**config.mk**
```make
export PLATFORM = sky130hd
export DESIGN_NAME = kb_key_tracker
export DESIGN_NICKNAME = d
export VERILOG_FILES = /design/src/rtl/kb_pkg.sv /design/src/rtl/kb_code_map.sv /design/src/rtl/kb_key_tracker.sv
export SDC_FILE = /design/constraint.sdc
export NUM_CORES = 1
export LEC_CHECK = 0
export ABC_CLOCK_PERIOD_IN_PS = 2670
export CELL_PAD_IN_SITES_DETAIL_PLACEMENT = 0
export CELL_PAD_IN_SITES_GLOBAL_PLACEMENT = 1
export CORE_MARGIN = 2
export CORE_UTILIZATION = 39
export DETAILED_ROUTE_END_ITERATION = 16
export MAX_ROUTING_LAYER = met4
export PLACE_DENSITY = 0.87
export SETUP_SLACK_MARGIN = 0.5
export SLEW_MARGIN = 20
export SYNTH_ARGS = -nofsm -noshare
export SYNTH_HDL_FRONTEND = slang
export SYNTH_SLANG_ARGS = --single-unit
```
**constraint.sdc**
```tcl
create_clock -name CLK -period 2.67 [get_ports CLK]
set_input_delay 0.534 -clock CLK [delete_from_list [all_inputs] [get_ports CLK]]
set_output_delay 0.534 -clock CLK [all_outputs]
set_load 0.01 [all_outputs]
```
**src/rtl/kb_pkg.sv**
```systemverilog
// Shared definitions for the keyboard key tracker: parser states, prefix bytes,
// key indices and the scan-code to key-index table.
package kb_pkg;

    localparam int NKEYS = 10;

    typedef enum logic [1:0] {
        ST_IDLE   = 2'd0,
        ST_EXT    = 2'd1,
        ST_BRK    = 2'd2,
        ST_EXTBRK = 2'd3
    } kb_state_e;

    localparam logic [7:0] SC_EXT   = 8'hE0;
    localparam logic [7:0] SC_BRK   = 8'hF0;
    localparam logic [7:0] SC_BAT   = 8'hAA;
    localparam logic [7:0] SC_PAUSE = 8'hE1;

    localparam logic [3:0] KEY_W     = 4'd0;
    localparam logic [3:0] KEY_A     = 4'd1;
    localparam logic [3:0] KEY_S     = 4'd2;
    localparam logic [3:0] KEY_D     = 4'd3;
    localparam logic [3:0] KEY_SPACE = 4'd4;
    localparam logic [3:0] KEY_ENTER = 4'd5;
    localparam logic [3:0] KEY_UP    = 4'd6;
    localparam logic [3:0] KEY_LEFT  = 4'd7;
    localparam logic [3:0] KEY_DOWN  = 4'd8;
    localparam logic [3:0] KEY_RIGHT = 4'd9;

    typedef struct packed {
        logic       hit;
        logic [3:0] idx;
    } kb_map_t;

    // Base and extended code spaces overlap, so the ext flag is part of the key.
    function automatic kb_map_t kb_lookup(input logic ext, input logic [7:0] code);
        kb_map_t m;
        m.hit = 1'b1;
        m.idx = 4'd0;
        case ({ext, code})
            {1'b0, 8'h1D}: m.idx = KEY_W;
            {1'b0, 8'h1C}: m.idx = KEY_A;
            {1'b0, 8'h1B}: m.idx = KEY_S;
            {1'b0, 8'h23}: m.idx = KEY_D;
            {1'b0, 8'h29}: m.idx = KEY_SPACE;
            {1'b0, 8'h5A}: m.idx = KEY_ENTER;
            {1'b1, 8'h75}: m.idx = KEY_UP;
            {1'b1, 8'h6B}: m.idx = KEY_LEFT;
            {1'b1, 8'h72}: m.idx = KEY_DOWN;
            {1'b1, 8'h74}: m.idx = KEY_RIGHT;
            default: begin
                m.hit = 1'b0;
                m.idx = 4'd0;
            end
        endcase
        return m;
    endfunction

endpackage

```
**src/rtl/kb_code_map.sv**
```systemverilog
// Combinational scan-code lookup: {ext, byte} -> {hit, key index}.
module kb_code_map
    import kb_pkg::*;
(
    input  logic       ext,
    input  logic [7:0] code,
    output logic       hit,
    output logic [3:0] idx
);

    kb_map_t map_s;

    // Table lookup through the shared package function
    always_comb begin
        map_s = kb_lookup(ext, code);
        hit   = map_s.hit;
        idx   = map_s.idx;
    end

endmodule

```
**src/rtl/kb_key_tracker.sv**
```systemverilog
// PS/2 scan-code parser: turns make/break/extended byte sequences into a held-key
// bitmap with one-cycle change events and a sync-error pulse.
module kb_key_tracker
    import kb_pkg::*;
#(
    parameter int TIMEOUT_CYC = 2_500_000
)
(
    input  logic             CLK,
    input  logic             ARST,
    input  logic [7:0]       KBCODE,
    input  logic             KBSTROBE,
    output logic [NKEYS-1:0] KEYS,
    output logic             EVT_VALID,
    output logic [3:0]       EVT_KEY,
    output logic             EVT_MAKE,
    output logic             SYNC_ERR
);

    localparam logic [21:0] TMO_LAST = 22'(TIMEOUT_CYC - 1);
    localparam logic [21:0] TMO_MAX  = 22'h3F_FFFF;

    kb_state_e        state_q, state_d;
    logic             strb_q, strb_d;
    logic [21:0]      tmo_q, tmo_d;
    logic [NKEYS-1:0] keys_q, keys_d;
    logic             evt_valid_q, evt_valid_d;
    logic [3:0]       evt_key_q, evt_key_d;
    logic             evt_make_q, evt_make_d;
    logic             sync_err_q, sync_err_d;

    logic             accept_s, expire_s, use_ext_s;
    logic             map_hit_s, make_s, brk_s;
    logic [3:0]       map_idx_s;

    assign use_ext_s = (state_q == ST_EXT) || (state_q == ST_EXTBRK);

    kb_code_map u_map (
        .ext  (use_ext_s),
        .code (KBCODE),
        .hit  (map_hit_s),
        .idx  (map_idx_s)
    );

    // Next-state: byte parsing, bitmap update, event generation and prefix timeout
    always_comb begin
        strb_d      = KBSTROBE;
        accept_s    = KBSTROBE & ~strb_q;
        expire_s    = (state_q != ST_IDLE) && (tmo_q == TMO_LAST);
        state_d     = state_q;
        tmo_d       = tmo_q;
        keys_d      = keys_q;
        evt_valid_d = 1'b0;
        evt_key_d   = evt_key_q;
        evt_make_d  = evt_make_q;
        sync_err_d  = 1'b0;
        make_s      = 1'b0;
        brk_s       = 1'b0;

        if (accept_s) begin
            tmo_d = 22'd0;
            case (state_q)
                ST_IDLE: begin
                    case (KBCODE)
                        SC_EXT:   state_d = ST_EXT;
                        SC_BRK:   state_d = ST_BRK;
                        SC_BAT:   keys_d  = {NKEYS{1'b0}};
                        SC_PAUSE: state_d = ST_IDLE;
                        default:  make_s  = map_hit_s;
                    endcase
                end
                ST_EXT: begin
                    case (KBCODE)
                        SC_BRK: state_d = ST_EXTBRK;
                        SC_EXT: state_d = ST_EXT;
                        default: begin
                            state_d    = ST_IDLE;
                            make_s     = map_hit_s;
                            sync_err_d = ~map_hit_s;
                        end
                    endcase
                end
                ST_BRK: begin
                    // F0 E0 is tolerated as an alternative prefix ordering
                    case (KBCODE)
                        SC_EXT: state_d = ST_EXTBRK;
                        default: begin
                            state_d = ST_IDLE;
                            brk_s   = map_hit_s;
                        end
                    endcase
                end
                ST_EXTBRK: begin
                    state_d    = ST_IDLE;
                    brk_s      = map_hit_s;
                    sync_err_d = ~map_hit_s;
                end
                default: state_d = ST_IDLE;
            endcase
        end else if (expire_s) begin
            state_d    = ST_IDLE;
            sync_err_d = 1'b1;
        end else if ((state_q != ST_IDLE) && (tmo_q != TMO_MAX)) begin
            tmo_d = tmo_q + 22'd1;
        end else begin
            tmo_d = tmo_q;
        end

        // Repeats of held keys and releases of unheld keys change nothing
        if (make_s && !keys_q[map_idx_s]) begin
            keys_d[map_idx_s] = 1'b1;
            evt_valid_d       = 1'b1;
            evt_key_d         = map_idx_s;
            evt_make_d        = 1'b1;
        end else if (brk_s && keys_q[map_idx_s]) begin
            keys_d[map_idx_s] = 1'b0;
            evt_valid_d       = 1'b1;
            evt_key_d         = map_idx_s;
            evt_make_d        = 1'b0;
        end else begin
            evt_valid_d = 1'b0;
        end
    end

    // State and output registers
    always_ff @(posedge CLK or posedge ARST) begin
        if (ARST) begin
            state_q     <= ST_IDLE;
            strb_q      <= 1'b0;
            tmo_q       <= 22'd0;
            keys_q      <= {NKEYS{1'b0}};
            evt_valid_q <= 1'b0;
            evt_key_q   <= 4'd0;
            evt_make_q  <= 1'b0;
            sync_err_q  <= 1'b0;
        end else begin
            state_q     <= state_d;
            strb_q      <= strb_d;
            tmo_q       <= tmo_d;
            keys_q      <= keys_d;
            evt_valid_q <= evt_valid_d;
            evt_key_q   <= evt_key_d;
            evt_make_q  <= evt_make_d;
            sync_err_q  <= sync_err_d;
        end
    end

    assign KEYS      = keys_q;
    assign EVT_VALID = evt_valid_q;
    assign EVT_KEY   = evt_key_q;
    assign EVT_MAKE  = evt_make_q;
    assign SYNC_ERR  = sync_err_q;

endmodule
```
==> impl_metrics.ini, run 1 <==
[worst_hold_path]
hold_end = EVT_MAKE$_DFFE_PP0P_
hold_path_depth = 2
hp-class = reg -> reg
min_from = EVT_MAKE$_DFFE_PP0P_

[clocking]
cts_tree = yes
clk-insertion-delay-late_ns = 0.30
cts.sinks = 42
cts_hold_buf = 0
cts_root_buffer = clkbuf_8
cts_buffers = 5
path_clk_slew_ns = 0.09
htree_num_levels = 2
clock_path_buffers = 2

[place]
port_buffers = 27
hpwl_mm = 4.68
place_area_um2 = 3280
place_congestion = 0.857
dp_slack_ns = -0.441

[cells_and_area]
diodes = 0
syn2layout_area_growth_pct = 37.5
design_area_um2 = 3560
multi_input_area_um2 = 1560
drive_gt1_frac = 0.324
final_nets = 357
seqCellArea_um2 = 1050
n_fill_cell = 545

[yosys]
synth_top_area_frac = 0.406
synth_top_family_by_area = simple AND/OR/NAND/NOR gates
synth_compound_area_frac = 0.122
yosys.area_share.adder = 0.00483
synth_most_common_cell = dfrtp_1
ys_types = 60
ys_seq_elements = 42
synth-main-ff-cell = dfrtp_1
synthTopCellsByCount = dfrtp_1, nor2_1, nand3_1
synth_edf_count = 0
yosys_warnings = 0
yosysTopAreaCell = dfrtp_1
synthCells = 272
synth-simple-area-share = 0.294
netlist_area_um2 = 2590
synthXorXnorAreaFrac = 0.0676
avgSynthCellArea_um2 = 9.52
synthMuxAreaShare = 0.0464
synth.area.top_cells = dfrtp_1, nor2_1, xor2_1
synth_fp_nets = 284
async_flop_share = 1.00
ys_seq_area_frac = 0.406

[power_and_ir_drop]
swShare = 0.270
ir_worst_vdd_mv = 0.359
power.internal_uw = 939
power.net_switching_uw = 347
powerDensity_nw_per_um2 = 361
power_leakage_uw = 0.00156
power_frac_clock = 0.329
power_frac_comb = 0.154
finalPower_uw = 1290
seqPwrFrac = 0.517

[routing]
ant_nets = 0
vias = 2332
first_pass_iters = 5
avgViaCountPerCell = 5.51
first_iter_violations = 82
drcViolationCount = 0
wl_per_cell_um = 15.3
wl_mm = 6.46

[floorplanning]
placement_rows = 29
io_pins = 28
initial_utilization = 0.406
die_area_um2 = 7310
die_h_um = 85.5
coreArea_um2 = 6390
die_w_um = 85.5

[setup_path]
reg2regPathDepth = 9
crit_required_ns = 2.87
path_class = reg -> reg
end_kind = flop
regToRegEndpoint = EVT_KEY[3]$_DFFE_PP0P_
crit_top_cell = mux2_4
arrival_ns = 2.63
cp_slowest_stage_delay_ns = 0.42
worst_setup_path_start_kind = flop
path_cells = buf_6 > and4b_1 > o2111ai_2 > o211a_4 > mux2_4 > a2bb2oi_2 > nand3_2 > mux2i_4 > mux2_4
crit_slowest_cell = dfrtp_2
cpLargestDelayFamily = multiplexers
ff2ff_setup_slack_ns = 0.24
r2r_start = state_q[0]$_DFFE_PP0P_
critPathBufInv = 1
cp_max_fo = 5

[global_routing]
grt_pass1_wl_mm = 10.8
grt_pass1_vias = 2263
grt.overflow.total = 0
grt.total_usage = 0.190
antenna_found_initial = 0
grt_max_degree = 43

[sta]
worst_pin_slew_ns = 0.517
post-route-min-period_ns = 2.43
relSlewSlack = 0.655
fmax_mhz = 411
finalSetupViolCount = 0
hold_viol = 0
skew_ns = 0.0164
rsz0062_at_grt = true
fin_ws_ns = 0.238
slew_violations = 0
layout_worst_path_cycle_share = 0.911
finalSetupTns_ns = 0

[outcome]
status = complete, no violations

[flow_run]
drv_cap = 0
-- stage by stage --
step / hold slack (ns) / instances / util
final: 0.482 / 423 / 0.558
after global routing: 0.532 / 423 / 0.558
after floorplan: 0.497 / 272 / -
after global placement: 0.453 / 407 / 0.514
after detailed placement: 0.469 / 407 / 0.514
after CTS: 0.490 / 419 / 0.542
-- kinds of logic after synthesis --
| kind of cell | after synthesis |
|---|---|
| mux | 11 |
| compound gates | 43 |
| buf+inv | 28 |
| flops | 42 |
| simple gates | 127 |
| fa+ha+maj | 1 |
| xor+xnor | 20 |
-- worst max path at each step --
| stage | from | endpoint | slack (ns) | cells past startpoint |
|---|---|---|---|---|
| floorplan | KBCODE[5] | EVT_KEY[3]$_DFFE_PP0P_ | 0.14 | 9 |
| global placement | KBCODE[0] | EVT_KEY[3]$_DFFE_PP0P_ | -0.44 | 10 |
| detailed placement | KBCODE[0] | EVT_KEY[3]$_DFFE_PP0P_ | -0.44 | 10 |
| CTS | state_q[0]$_DFFE_PP0P_ | tmo_q[16]$_DFFE_PP0P_ | 0.24 | 10 |
| global route | state_q[0]$_DFFE_PP0P_ | EVT_KEY[1]$_DFFE_PP0P_ | 0.14 | 10 |
| finish | state_q[0]$_DFFE_PP0P_ | EVT_KEY[3]$_DFFE_PP0P_ | 0.24 | 9 |
-- layer usage --
metal | global-route usage | wire, um | vias to the layer above | part of all wire
met4 | 0.0577 | 125 | 0 | 0.019
met2 | 0.322 | 3210 | 45 | 0.50
li1 | - | - | 1142 | -
met1 | 0.233 | 2910 | 1135 | 0.45
met3 | 0.0308 | 217 | 10 | 0.034
met5 | - | 0 | - | 0
-- tightest hold or removal path: stages (launching register included) --
cell	delay [ns]
dfrtp_1	0.35
nand2_1	0.05
nand2_1	0.05
-- area by class of cell --
cell class | count | area share
Clock buffer | 5 | 0.0193
Sequential cell | 42 | 0.296
Inverter | 11 | 0.0116
Tap cell | 77 | 0.0270
Timing Repair Buffer | 83 | 0.201
Multi-Input combinational cell | 202 | 0.438
Clock inverter | 3 | 0.00667
-- state kept, by name (all words and copies together) (netlist names) --
| signal | count |
|---|---|
| EVT_KEY | 4 |
| EVT_MAKE | 1 |
| EVT_VALID | 1 |
| KEYS | 10 |
| SYNC_ERR | 1 |
| state_q | 2 |
| strb_q | 1 |
| tmo_q | 22 |
-- power groups by stage --
stage,Clock (uW),Sequential [uW],Combinational [uW]
after CTS,438,665,192
final,423,664,198
after detailed placement,0,677,186
after global routing,455,667,215
after global placement,0,676,183
after floorplan,0,684,87.5
-- cells in the final DEF (no fill, tap or decap), types with 3 or more instances in the layout --
cell type	count
and2b_1	3
xor2_1	11
nor4_1	3
buf_2	3
dfrtp_1	40
clkdlybuf4s50_1	18
a21oi_1	6
inv_1	10
xnor2_1	9
nand3_2	4
o21ai_1	12
nor3_1	6
and3_1	4
clkbuf_8	5
nand3_1	14
buf_6	6
nand2_1	15
buf_4	48
o211ai_1	10
nor2_1	26
nor3b_4	3
nand4_1	13
mux2i_1	7
-- timing repair --
item,4_1_cts,5_1_grt
gates cloned,0,1
setup buffers,4,3
pin swaps,9,18
endpoints found under the setup margin,39,38
resized for setup,37,30
(Power assumes the default switching activity.)
==> run 2, diff against run 1 <==
- CORE_UTILIZATION: 39 -> 40
- DONT_BUFFER_PORTS: unset -> 1
- MAX_ROUTING_LAYER: met4 -> unset
- PLACE_DENSITY: 0.87 -> unset
- PLACE_DENSITY_LB_ADDON: unset -> 0.2
==> impl_metrics.ini, run 2 (synthesis gave the netlist of run 1 again) <==
[sta]
layout_worst_path_cycle_share = 0.909
finalSetupTns_ns = 0
post-route-min-period_ns = 2.43
fin_ws_ns = 0.243
skew_ns = 0.0112
fmax_mhz = 412
slew_violations = 0
relSlewSlack = 0.236
rsz0062_at_grt = true
worst_pin_slew_ns = 1.14
finalSetupViolCount = 0
hold_viol = 0

[setup_path]
reg2regPathDepth = 8
critPathBufInv = 0
r2r_start = state_q[0]$_DFFE_PP0P_
arrival_ns = 2.62
path_cells = nor4b_2 > o2111ai_2 > o211a_4 > mux2_4 > a2bb2oi_2 > nand3_2 > mux2i_4 > mux2_4
regToRegEndpoint = EVT_KEY[3]$_DFFE_PP0P_
cp_max_fo = 8
cp-startpoint = state_q[0]$_DFFE_PP0P_
crit_slowest_cell = dfrtp_2
end_kind = flop
ff2ff_setup_slack_ns = 0.24
crit_required_ns = 2.86
cpLargestDelayFamily = multiplexers
crit_top_cell = mux2_4
worst_setup_path_start_kind = flop
path_class = reg -> reg
cp_slowest_stage_delay_ns = 0.49

[routing]
first_pass_iters = 4
wl_mm = 6.31
ant_nets = 0
vias = 2088
drcViolationCount = 0
wl_per_cell_um = 17.3
first_iter_violations = 80
avgViaCountPerCell = 5.74

[power_and_ir_drop]
seqPwrFrac = 0.555
power.internal_uw = 891
powerDensity_nw_per_um2 = 406
power.net_switching_uw = 327
power_frac_comb = 0.092
power_frac_clock = 0.353
ir_worst_vdd_mv = 0.268
power_leakage_uw = 0.00129
swShare = 0.269

[place]
dp_slack_ns = 0.0891
place_congestion = 0.790
port_buffers = 0
hpwl_mm = 4.43

[clocking]
cts_hold_buf = 0
clk-insertion-delay-late_ns = 0.30
cts_root_buffer = clkbuf_8
clock_path_buffers = 2
cts_tree = yes
htree_num_levels = 2
cts.sinks = 42
cts_buffers = 5
path_clk_slew_ns = 0.09

[cells_and_area]
drive_gt1_frac = 0.233
diodes = 0
n_fill_cell = 606
top_register = tmo_q
final_util = 0.475
most-common-layout-cells = dfrtp_1, nor2_1, buf_4
largest_reg_flops = 22
syn2layout_area_growth_pct = 15.9
multi_input_area_um2 = 1520
seqCellArea_um2 = 1050
layout_commonest_cell = dfrtp_1
final_nets = 298

[global_routing]
grt_pass1_vias = 2052
grt.total_usage = 0.182
grt_max_degree = 29
antenna_found_initial = 0
grt.overflow.total = 0
grt_pass1_wl_mm = 10.6

[floorplanning]
initial_utilization = 0.410
die_h_um = 84.5
io_pins = 28
die_w_um = 84.5
placement_rows = 29
coreArea_um2 = 6310
die_area_um2 = 7130

[worst_hold_path]
hp-class = in -> async

[outcome]
status = complete, no violations

[flow_run]
drv_cap = 0
## run 2: changes by cell type in the layout (fill, tap and decap cells not counted), sizes merged
cell / change
buf: -36
clkdlybuf4s50: -18
clkdlybuf4s15: -3
dlygate4sd2: -2
clkbuf: -1
clkinv: +1
clkinvlp: -1
nand3: +1
## run 2: power groups by stage
stage	clock network, uW	logic (uW)	registers [uW]
3_3_place_gp	0	93.7	690
6_report	431	112	676
4_1_cts	448	106	678
2_1_floorplan	0	87.5	684
3_5_place_dp	0	93.6	690
5_1_grt	473	126	680
## run 2: cell type report
type,instances,share of cell area
Multi-Input combinational cell,203,0.507
Sequential cell,42,0.351
Timing Repair Buffer,23,0.0654
Tap cell,77,0.0321
Clock buffer,5,0.0229
Inverter,11,0.0138
Clock inverter,3,0.00834
## run 2: through the flow
step | hold slack (ns) | std cells | power (uW) | area (um^2)
after floorplan | 0.497 | 272 | 772 | 2680
after global placement | 0.515 | 346 | 783 | 2760
after detailed placement | 0.527 | 346 | 784 | 2760
after CTS | 0.240 | 359 | 1230 | 2940
after global routing | 0.209 | 364 | 1280 | 3000
final | 0.170 | 364 | 1220 | 3000
## run 2: repair_timing
item | 4_1_cts | 5_1_grt
resized for setup | 10 | 13
buffers inserted | 5 | 3
gates cloned | 0 | 2
endpoints found under the setup margin | 38 | 37
pin swaps | 6 | 5
## run 2: worst max-delay path by stage
stage | endpoint | slack (ns) | cells past startpoint
3_3_place_gp | EVT_KEY[3]$_DFFE_PP0P_ | 0.12 | 8
6_report | EVT_KEY[3]$_DFFE_PP0P_ | 0.24 | 8
5_1_grt | EVT_KEY[1]$_DFFE_PP0P_ | 0.16 | 9
4_1_cts | EVT_KEY[3]$_DFFE_PP0P_ | 0.28 | 8
2_1_floorplan | EVT_KEY[3]$_DFFE_PP0P_ | 0.14 | 9
3_5_place_dp | KEYS[7]$_DFF_PP0_ | 0.09 | 8
## run 2: routing by layer
| layer | vias up | part of all wire | track usage |
|---|---|---|---|
| met1 | 1017 | 0.47 | 0.250 |
| met2 | 34 | 0.47 | 0.291 |
| met4 | 0 | 0.019 | 0.0563 |
| met5 | - | 0 | 0 |
| li1 | 1027 | - | - |
| met3 | 10 | 0.036 | 0.0364 |
==> run 3, diff against run 2 <==
- RECOVER_POWER: unset -> 100
==> impl_metrics.ini, run 3 (synthesis gave the netlist of run 1 again) <==
[outcome]
status = complete, no violations

[sta]
relSlewSlack = 0.229
skew_ns = 0.00906
rsz0062_at_grt = true
post-route-min-period_ns = 2.45
finalSetupTns_ns = 0
layout_worst_path_cycle_share = 0.917
worst_pin_slew_ns = 1.15
finalSetupViolCount = 0
holdWs_ns = 0.265
fin_ws_ns = 0.223
slew_violations = 0
hold_viol = 0
fmax_mhz = 409

[routing]
first_pass_iters = 4
drcViolationCount = 0
wl_per_cell_um = 17.5
vias = 2089
wl_mm = 6.35
first_iter_violations = 70
avgViaCountPerCell = 5.74
ant_nets = 0

[worst_hold_path]
hp-class = in -> reg
hold_path_depth = 0
hold_end = strb_q$_DFF_PP0_
min_from = KBSTROBE

[cells_and_area]
final_util = 0.466
largest_reg_flops = 22
diodes = 0
top_register = tmo_q
final_nets = 298
layout_commonest_cell = dfrtp_1
drive_gt1_frac = 0.192
most-common-layout-cells = dfrtp_1, nor2_1, buf_4
n_fill_cell = 615
syn2layout_area_growth_pct = 13.7

[global_routing]
gr-usage-met2 = 0.291
grt_max_degree = 29
grt.total_usage = 0.182
grt_pass1_wl_mm = 10.6
grt_pass1_vias = 2052
grt.overflow.total = 0
antenna_found_initial = 0
grt.busiest_layer = met2
grt_use_met1 = 0.250
use_met3 = 0.0364

[power_and_ir_drop]
ir_worst_vdd_mv = 0.266
power_leakage_uw = 0.00126
finalPower_uw = 1220
powerDensity_nw_per_um2 = 413

[floorplanning]
io_pins = 28
die_w_um = 84.5
initial_utilization = 0.410
die_h_um = 84.5
placement_rows = 29
die_area_um2 = 7130
coreArea_um2 = 6310

[clocking]
clk-insertion-delay-late_ns = 0.30
htree_num_levels = 2
path_clk_slew_ns = 0.08
cts_buffers = 5
clock_path_buffers = 2
cts.sinks = 42
cts_tree = yes
cts_root_buffer = clkbuf_8

[setup_path]
arrival_ns = 2.63
r2r_start = state_q[0]$_DFFE_PP0P_
cpLargestDelayFamily = simple AND/OR/NAND/NOR gates
end_kind = flop
regToRegEndpoint = tmo_q[19]$_DFFE_PP0P_
path_class = reg -> reg
cp_max_fo = 11
crit_slowest_cell = dfrtp_2
cp-startpoint = state_q[0]$_DFFE_PP0P_
reg2regPathDepth = 9
worst_setup_path_start_kind = flop
critPathBufInv = 1
crit_required_ns = 2.85
ff2ff_setup_slack_ns = 0.22
path_cells = or2_2 > or4b_1 > or3_1 > o311a_1 > o2111ai_1 > buf_12 > nor4_1 > xnor2_1 > nor2_1
cp_slowest_stage_delay_ns = 0.49

[place]
place_congestion = 0.790
hpwl_mm = 4.43
dp_slack_ns = 0.0891
port_buffers = 0

[flow_run]
drv_cap = 0
-- run 3: worst max-delay path by stage --
stage | to | slack [ns] | cells past startpoint
global placement | EVT_KEY[3]$_DFFE_PP0P_ | 0.12 | 8
detailed placement | KEYS[7]$_DFF_PP0_ | 0.09 | 8
global route | KEYS[7]$_DFF_PP0_ | 0.09 | 10
floorplan | EVT_KEY[3]$_DFFE_PP0P_ | 0.14 | 9
finish | tmo_q[19]$_DFFE_PP0P_ | 0.22 | 9
CTS | EVT_KEY[3]$_DFFE_PP0P_ | 0.28 | 8
-- run 3: report_power, final --
part	total [uW]	internal (uW)	switching, uW
clock network	430	189	241
registers	676	653	23.0
logic	111	48.1	62.8
-- run 3: metrics by stage --
step           cell area, um^2  std cells
3_3_place_gp              2760        346
5_1_grt                   2940        364
3_5_place_dp              2760        346
4_1_cts                   2940        359
2_1_floorplan             2680        272
6_report                  2940        364
-- run 3: what timing repair did --
| item | 4_1_cts | 5_1_grt |
|---|---|---|
| hold buffers | 0 | 0 |
| setup endpoints to repair | 38 | 37 |
| setup buffers | 5 | 3 |
| gates cloned | 0 | 2 |
| pin swaps | 6 | 5 |
| resized for setup | 10 | 13 |
-- run 3: area by class of cell --
cell class,instances,area (um^2),share of cell area
Multi-Input combinational cell,203,1490,0.505
Sequential cell,42,1050,0.357
Timing Repair Buffer,23,174,0.0591
Tap cell,77,96.3,0.0327
Clock buffer,5,68.8,0.0234
Inverter,11,41.3,0.0140
Clock inverter,3,25.0,0.00850
-- run 3: per-layer routing --
metal,vias to the layer above,share of wire
li1,1025,-
met1,1011,0.47
met2,41,0.47
met3,12,0.040
met4,0,0.020
met5,-,0
